$ cat src/rtl/patp_pkg.sv
// rtl/patp_pkg.sv - shared opcode, state and width definitions for the PATP core
// Purpose: opcode map, control-unit state encoding and instruction field widths.
// Ports: none (package).
package patp_pkg;

  localparam int OPC_W  = 3;
  localparam int OPND_W = 5;

  localparam logic [OPC_W-1:0] OP_CLR  = 3'b000;
  localparam logic [OPC_W-1:0] OP_INC  = 3'b001;
  localparam logic [OPC_W-1:0] OP_ADD  = 3'b010;
  localparam logic [OPC_W-1:0] OP_DEC  = 3'b011;
  localparam logic [OPC_W-1:0] OP_JMP  = 3'b100;
  localparam logic [OPC_W-1:0] OP_BNZ  = 3'b101;
  localparam logic [OPC_W-1:0] OP_STA  = 3'b110;
  localparam logic [OPC_W-1:0] OP_HALT = 3'b111;

  typedef enum logic [3:0] {
    S_RESET  = 4'd0,
    S_FADDR  = 4'd1,
    S_FMEM   = 4'd2,
    S_DECODE = 4'd3,
    S_ADD    = 4'd4,
    S_STA    = 4'd5,
    S_HALT   = 4'd6,
    S_ERR    = 4'd7
  } state_t;

  // States that hold mem_req and therefore run the wait timer.
  function automatic logic is_mem_state(input state_t s);
    return (s == S_FMEM) || (s == S_ADD) || (s == S_STA);
  endfunction

endpackage

$ cat src/rtl/patp_cu_wait_timer.sv
// rtl/patp_cu_wait_timer.sv - memory wait-cycle counter with timeout detect
// Purpose: counts cycles a request goes unacknowledged; flags when the limit is reached.
// Ports:
//   clk, rst    clock, asynchronous active-high reset
//   i_clr       hold counter at zero (outside memory states)
//   i_tick      one more cycle without ack
//   o_expired   counter equals TIMEOUT_CYCLES (never set when TIMEOUT_CYCLES == 0)
module patp_cu_wait_timer #(
  parameter int TIMEOUT_CYCLES = 15,
  parameter int TMR_W          = 4
) (
  input  logic clk,
  input  logic rst,
  input  logic i_clr,
  input  logic i_tick,
  output logic o_expired
);

  localparam logic [TMR_W-1:0] LIMIT   = TMR_W'(TIMEOUT_CYCLES);
  localparam logic             TMR_ENA = (TIMEOUT_CYCLES != 0);

  logic [TMR_W-1:0] r_cnt;
  logic             w_at_limit;

  assign w_at_limit = (r_cnt == LIMIT);
  assign o_expired  = TMR_ENA && w_at_limit;

  // Stops at the limit so a late tick can never wrap the count back to zero.
  always_ff @(posedge clk or posedge rst) begin
    if (rst) begin
      r_cnt <= '0;
    end else if (i_clr || !TMR_ENA) begin
      r_cnt <= '0;
    end else if (i_tick && !w_at_limit) begin
      r_cnt <= r_cnt + 1'b1;
    end
  end

endmodule

$ cat src/rtl/patp_control_unit.sv
// rtl/patp_control_unit.sv - multi-cycle control FSM of the PATP core
// Purpose: fetch/decode/execute sequencing with req/ack memory handshake and bus timeout.
// Optional: define PATP_CU_RETIRE_CNT_EN to add the o_retired_cnt instruction counter.
// Ports:
//   clk, rst                 clock, asynchronous active-high reset
//   i_opcode[2:0]            registered opcode from IR (valid the cycle after o_ir_we)
//   i_z_flag                 accumulator == 0
//   i_mem_ack                memory completes the access this cycle
//   o_mem_req, o_mem_we      memory request and write qualifier
//   o_mar_we, o_mar_sel      MAR load, source 0 = PC / 1 = IR operand
//   o_ir_we                  IR load from memory data
//   o_pc_inc, o_pc_load      PC increment / load from IR operand
//   o_acc_clr/inc/dec/add    accumulator operations
//   o_halted, o_bus_err      terminal status (cleared only by rst)
//   o_retired_cnt[15:0]      completed instructions (PATP_CU_RETIRE_CNT_EN only)
module patp_control_unit
  import patp_pkg::*;
#(
  parameter int TIMEOUT_CYCLES = 15,
  parameter int TMR_W          = 4
) (
  input  logic             clk,
  input  logic             rst,
  input  logic [OPC_W-1:0] i_opcode,
  input  logic             i_z_flag,
  input  logic             i_mem_ack,
  output logic             o_mem_req,
  output logic             o_mem_we,
  output logic             o_mar_we,
  output logic             o_mar_sel,
  output logic             o_ir_we,
  output logic             o_pc_inc,
  output logic             o_pc_load,
  output logic             o_acc_clr,
  output logic             o_acc_inc,
  output logic             o_acc_dec,
  output logic             o_acc_add,
  output logic             o_halted,
  output logic             o_bus_err
`ifdef PATP_CU_RETIRE_CNT_EN
  ,
  output logic [15:0]      o_retired_cnt
`endif
);

  state_t r_state;
  state_t w_state_nxt;
  logic   w_tmr_clr;
  logic   w_tmr_tick;
  logic   w_tmr_expired;

  // Counter is held clear everywhere except the request states, which clears it on entry.
  assign w_tmr_clr = !is_mem_state(r_state);

  patp_cu_wait_timer #(
    .TIMEOUT_CYCLES(TIMEOUT_CYCLES),
    .TMR_W         (TMR_W)
  ) u_wait_timer (
    .clk      (clk),
    .rst      (rst),
    .i_clr    (w_tmr_clr),
    .i_tick   (w_tmr_tick),
    .o_expired(w_tmr_expired)
  );

  always_ff @(posedge clk or posedge rst) begin
    if (rst) begin
      r_state <= S_RESET;
    end else begin
      r_state <= w_state_nxt;
    end
  end

  // Outputs depend only on r_state, i_mem_ack, i_z_flag and (in DECODE) i_opcode,
  // so an asynchronous reset removes mem_req without waiting for a clock edge.
  always_comb begin
    w_state_nxt = r_state;
    w_tmr_tick  = 1'b0;
    o_mem_req   = 1'b0;
    o_mem_we    = 1'b0;
    o_mar_we    = 1'b0;
    o_mar_sel   = 1'b0;
    o_ir_we     = 1'b0;
    o_pc_inc    = 1'b0;
    o_pc_load   = 1'b0;
    o_acc_clr   = 1'b0;
    o_acc_inc   = 1'b0;
    o_acc_dec   = 1'b0;
    o_acc_add   = 1'b0;
    o_halted    = 1'b0;
    o_bus_err   = 1'b0;

    case (r_state)
      S_RESET: w_state_nxt = S_FADDR;

      S_FADDR: begin
        o_mar_we    = 1'b1;
        w_state_nxt = S_FMEM;
      end

      // In every request state an ack in the limit cycle takes priority over the timeout.
      S_FMEM: begin
        o_mem_req = 1'b1;
        if (i_mem_ack) begin
          o_ir_we     = 1'b1;
          o_pc_inc    = 1'b1;
          w_state_nxt = S_DECODE;
        end else if (w_tmr_expired) begin
          w_state_nxt = S_ERR;
        end else begin
          w_tmr_tick = 1'b1;
        end
      end

      S_DECODE: begin
        w_state_nxt = S_FADDR;
        case (i_opcode)
          OP_CLR: o_acc_clr = 1'b1;
          OP_INC: o_acc_inc = 1'b1;
          OP_DEC: o_acc_dec = 1'b1;
          OP_JMP: o_pc_load = 1'b1;
          OP_BNZ: o_pc_load = ~i_z_flag;
          OP_ADD: begin
            o_mar_we    = 1'b1;
            o_mar_sel   = 1'b1;
            w_state_nxt = S_ADD;
          end
          OP_STA: begin
            o_mar_we    = 1'b1;
            o_mar_sel   = 1'b1;
            w_state_nxt = S_STA;
          end
          OP_HALT: w_state_nxt = S_HALT;
          default: w_state_nxt = S_FADDR;
        endcase
      end

      S_ADD: begin
        o_mem_req = 1'b1;
        if (i_mem_ack) begin
          o_acc_add   = 1'b1;
          w_state_nxt = S_FADDR;
        end else if (w_tmr_expired) begin
          w_state_nxt = S_ERR;
        end else begin
          w_tmr_tick = 1'b1;
        end
      end

      S_STA: begin
        o_mem_req = 1'b1;
        o_mem_we  = 1'b1;
        if (i_mem_ack) begin
          w_state_nxt = S_FADDR;
        end else if (w_tmr_expired) begin
          w_state_nxt = S_ERR;
        end else begin
          w_tmr_tick = 1'b1;
        end
      end

      S_HALT: o_halted = 1'b1;

      S_ERR: o_bus_err = 1'b1;

      default: w_state_nxt = S_RESET;
    endcase
  end

`ifdef PATP_CU_RETIRE_CNT_EN
  logic        w_retire;
  logic [15:0] r_retired_cnt;

  // Last cycle of an instruction: DECODE for everything except ADD/STA, whose
  // final cycle is the data-access ack.
  assign w_retire = ((r_state == S_DECODE) && (i_opcode != OP_ADD) && (i_opcode != OP_STA))
                 || (((r_state == S_ADD) || (r_state == S_STA)) && i_mem_ack);

  always_ff @(posedge clk or posedge rst) begin
    if (rst) begin
      r_retired_cnt <= '0;
    end else if (w_retire) begin
      r_retired_cnt <= r_retired_cnt + 16'd1;
    end
  end

  assign o_retired_cnt = r_retired_cnt;
`endif

endmodule

$ cat config.mk
export PLATFORM = sky130hd
export DESIGN_NAME = patp_control_unit
export DESIGN_NICKNAME = d
export VERILOG_FILES = /design/src/rtl/patp_pkg.sv /design/src/rtl/patp_cu_wait_timer.sv /design/src/rtl/patp_control_unit.sv
export SDC_FILE = /design/constraint.sdc
export NUM_CORES = 1
export LEC_CHECK = 0
export CORE_MARGIN = 8
export CORE_UTILIZATION = 40
export CTS_CLUSTER_SIZE = 30
export DETAILED_ROUTE_END_ITERATION = 12
export PLACE_DENSITY = 0.74
export SKIP_CTS_REPAIR_TIMING = 1
export SYNTH_ARGS = -nofsm -noshare
export SYNTH_HDL_FRONTEND = slang
export SYNTH_SLANG_ARGS = --single-unit
$ cat constraint.sdc
create_clock -name clk -period 1.39 [get_ports clk]
set_input_delay 0.2085 -clock clk [delete_from_list [all_inputs] [get_ports clk]]
set_output_delay 0.2085 -clock clk [all_outputs]
set_load 0.005 [all_outputs]
==> impl_metrics.json <==
{
  "whs_ns": 0.193,
  "finalCritPeriodShare": 1.20,
  "cts_root_buf": "clkbuf_4",
  "grt_max_degree": 9,
  "vias_per_cell": 5.20,
  "cp-start-kind": "flop",
  "hold_violations": 0,
  "synth_area_um2": 626,
  "detail-route-antenna-nets": 0,
  "grt_pass1_vias": 717,
  "maxCapViolCount": 0,
  "final_area_um2": 1070,
  "synthTopCellsByCount": "nor2_1 (13), dfrtp_1 (8), nand2_1 (7)",
  "synth_top_cell_area_share": 0.320,
  "critPathKind": "reg2out",
  "dr.pass1.iters": 4,
  "hold_class": "in2async",
  "ys_top_cells_by_area": "dfrtp_1 (32%), nor2_1 (7.8%), nand2b_4 (4.4%), a2bb2oi_4 (4.2%), nand2_1 (4.2%)",
  "clock_path_buffers": 2,
  "place_area_um2": 997,
  "violations": "setup timing",
  "report.power.total_mw": 0.735,
  "slowest_delay_ns": 0.42,
  "clk_latency_ns": 0.26,
  "drv_slew": 0,
  "cp_num_buf_inv": 1,
  "ys_ff_latch": 8,
  "ir_drop_mv": 0.484,
  "cp-end-kind": "output pin",
  "post_drt_wl_per_cell_um": 14.7,
  "cts-buffers-inserted": 3,
  "netlist_instances": 73,
  "core_area_um2": 1490,
  "synth_edf_count": 0,
  "synthFlopType": "dfrtp_1",
  "grt.overflow.total": 0,
  "finish.utilization": 0.721,
  "fp-row-count": 14,
  "pre_cts_ws_ns": -0.484,
  "drive_gt1_frac": 0.545,
  "area_delta_synth_final_pct": 71.6,
  "place_hpwl_um": 1460,
  "skew_ns": 0.00476,
  "placed_cells": 130,
  "clkSlewWorstSetupHoldPaths_ns": 0.06,
  "instances_no_fill": 137,
  "setup_ws_ns": -0.276,
  "status": "finished, violations left",
  "fin_crit_ns": 1.67,
  "worst-path-max-fanout": 4,
  "drc": 0,
  "drt_wl_total_um": 2010,
  "initial_core_util": 0.420,
  "syn_area_per_cell_um2": 8.57,
  "slowest_stage": "dfrtp_1",
  "grt_pass1_wl_um": 3070,
  "synthMostInstantiatedCell": "nor2_1",
  "final.setup.tns_ns": -1.95,
  "diodes": 0,
  "ioPinCount": 20,
  "htree_levels": 1,
  "synth_warnings": 0,
  "arrival_ns": 1.46,
  "yosys.area.top_type": "dfrtp_1",
  "power.density_nw_per_um2": 685,
  "setup_violations": 13,
  "ys_seq_area_frac": 0.320,
  "required_ns": 1.18,
  "cts.sinks": 8,
  "num-nets-final": 131,
  "grt.total_usage": 0.117,
  "path_cells": "nand2b_4 > or3_4 > nor3_2 > buf_2",
  "num_vias": 712,
  "die-height_um": 55.5,
  "cpLargestDelayFamily": "simple AND/OR/NAND/NOR gates",
  "place_congestion": 0.875,
  "die_area_um2": 3090,
  "max_freq_ghz": 0.600,
  "rsz0062_at_grt": "true",
  "die_x_um": 55.5,
  "yosysUniqueCellTypes": 31,
  "io_buffer_count": 19,
  "drt-initial-drc-count": 16,
  "tritoncts": "done",
  "antenna_found_initial": 0,
  "p_leak_nw": 0.530,
  "synth_async_sr_flop_share": 1.00,
  "synthesis.nets": 81
}
-- placed cells by master (no fill, tap or decap), types with 4 or more instances in the layout --
| cell | n |
|---|---|
| buf_2 | 6 |
| buf_4 | 25 |
| buf_6 | 4 |
| clkbuf_2 | 6 |
| clkdlybuf4s50_1 | 6 |
| dfrtp_1 | 7 |
| inv_1 | 5 |
| nand2_1 | 5 |
| nor2_1 | 8 |
| nor2_2 | 4 |
-- flip-flops by register name, indices dropped and copies added (netlist names) --
name and count:
u_wait_timer.r_cnt 4, r_state 4
-- cells by family after synthesis --
logic type | count (synthesis) | synth area share
AND/OR/NAND/NOR | 40 | 0.370
AO/OA/AOI/OAI | 14 | 0.198
buffers and inverters | 8 | 0.0720
flip-flops | 8 | 0.320
XOR/XNOR | 1 | 0.0140
adder cells (fa/ha/maj) | 1 | 0.0200
other | 1 | 0.00599
-- cell type report --
cell class | instances | area [um2]
Tap cell | 16 | 20.0
Sequential cell | 8 | 201
Clock buffer | 3 | 22.5
Fill cell | 121 | 415
Timing Repair Buffer | 48 | 365
Multi-Input combinational cell | 57 | 445
Inverter | 5 | 18.8
-- layer usage --
metal	up-vias	wire length, um	GRT usage
met4	0	23	0.0528
li1	349	-	-
met1	326	810	0.118
met2	34	1010	0.208
met3	3	166	0.0411
met5	-	0	0
-- power by group --
| group | switching, mW | internal [mW] | leakage [nW] |
|---|---|---|---|
| sequential | 0.0143 | 0.247 | 0.106 |
| combinational | 0.127 | 0.161 | 0.411 |
| clock | 0.0862 | 0.0993 | 0.0138 |
| total | 0.228 | 0.508 | 0.530 |
-- final timing paths --
kind | from | to | slack (ns) | cells past startpoint
max | r_state[2] | o_acc_clr | -0.28 | 4
min | rst | u_wait_timer.r_cnt[2] | 0.19 | 2
max reg2reg | r_state[2] | r_state[2] | 0.03 | 5
min reg2reg | r_state[3] | r_state[0] | 0.61 | 2
max in group asynchronous | rst | r_state[1] | 0.94 | 2
min in group clk | r_state[3] | r_state[0] | 0.61 | 2
Note: power is estimated with default switching activity, not from simulation.
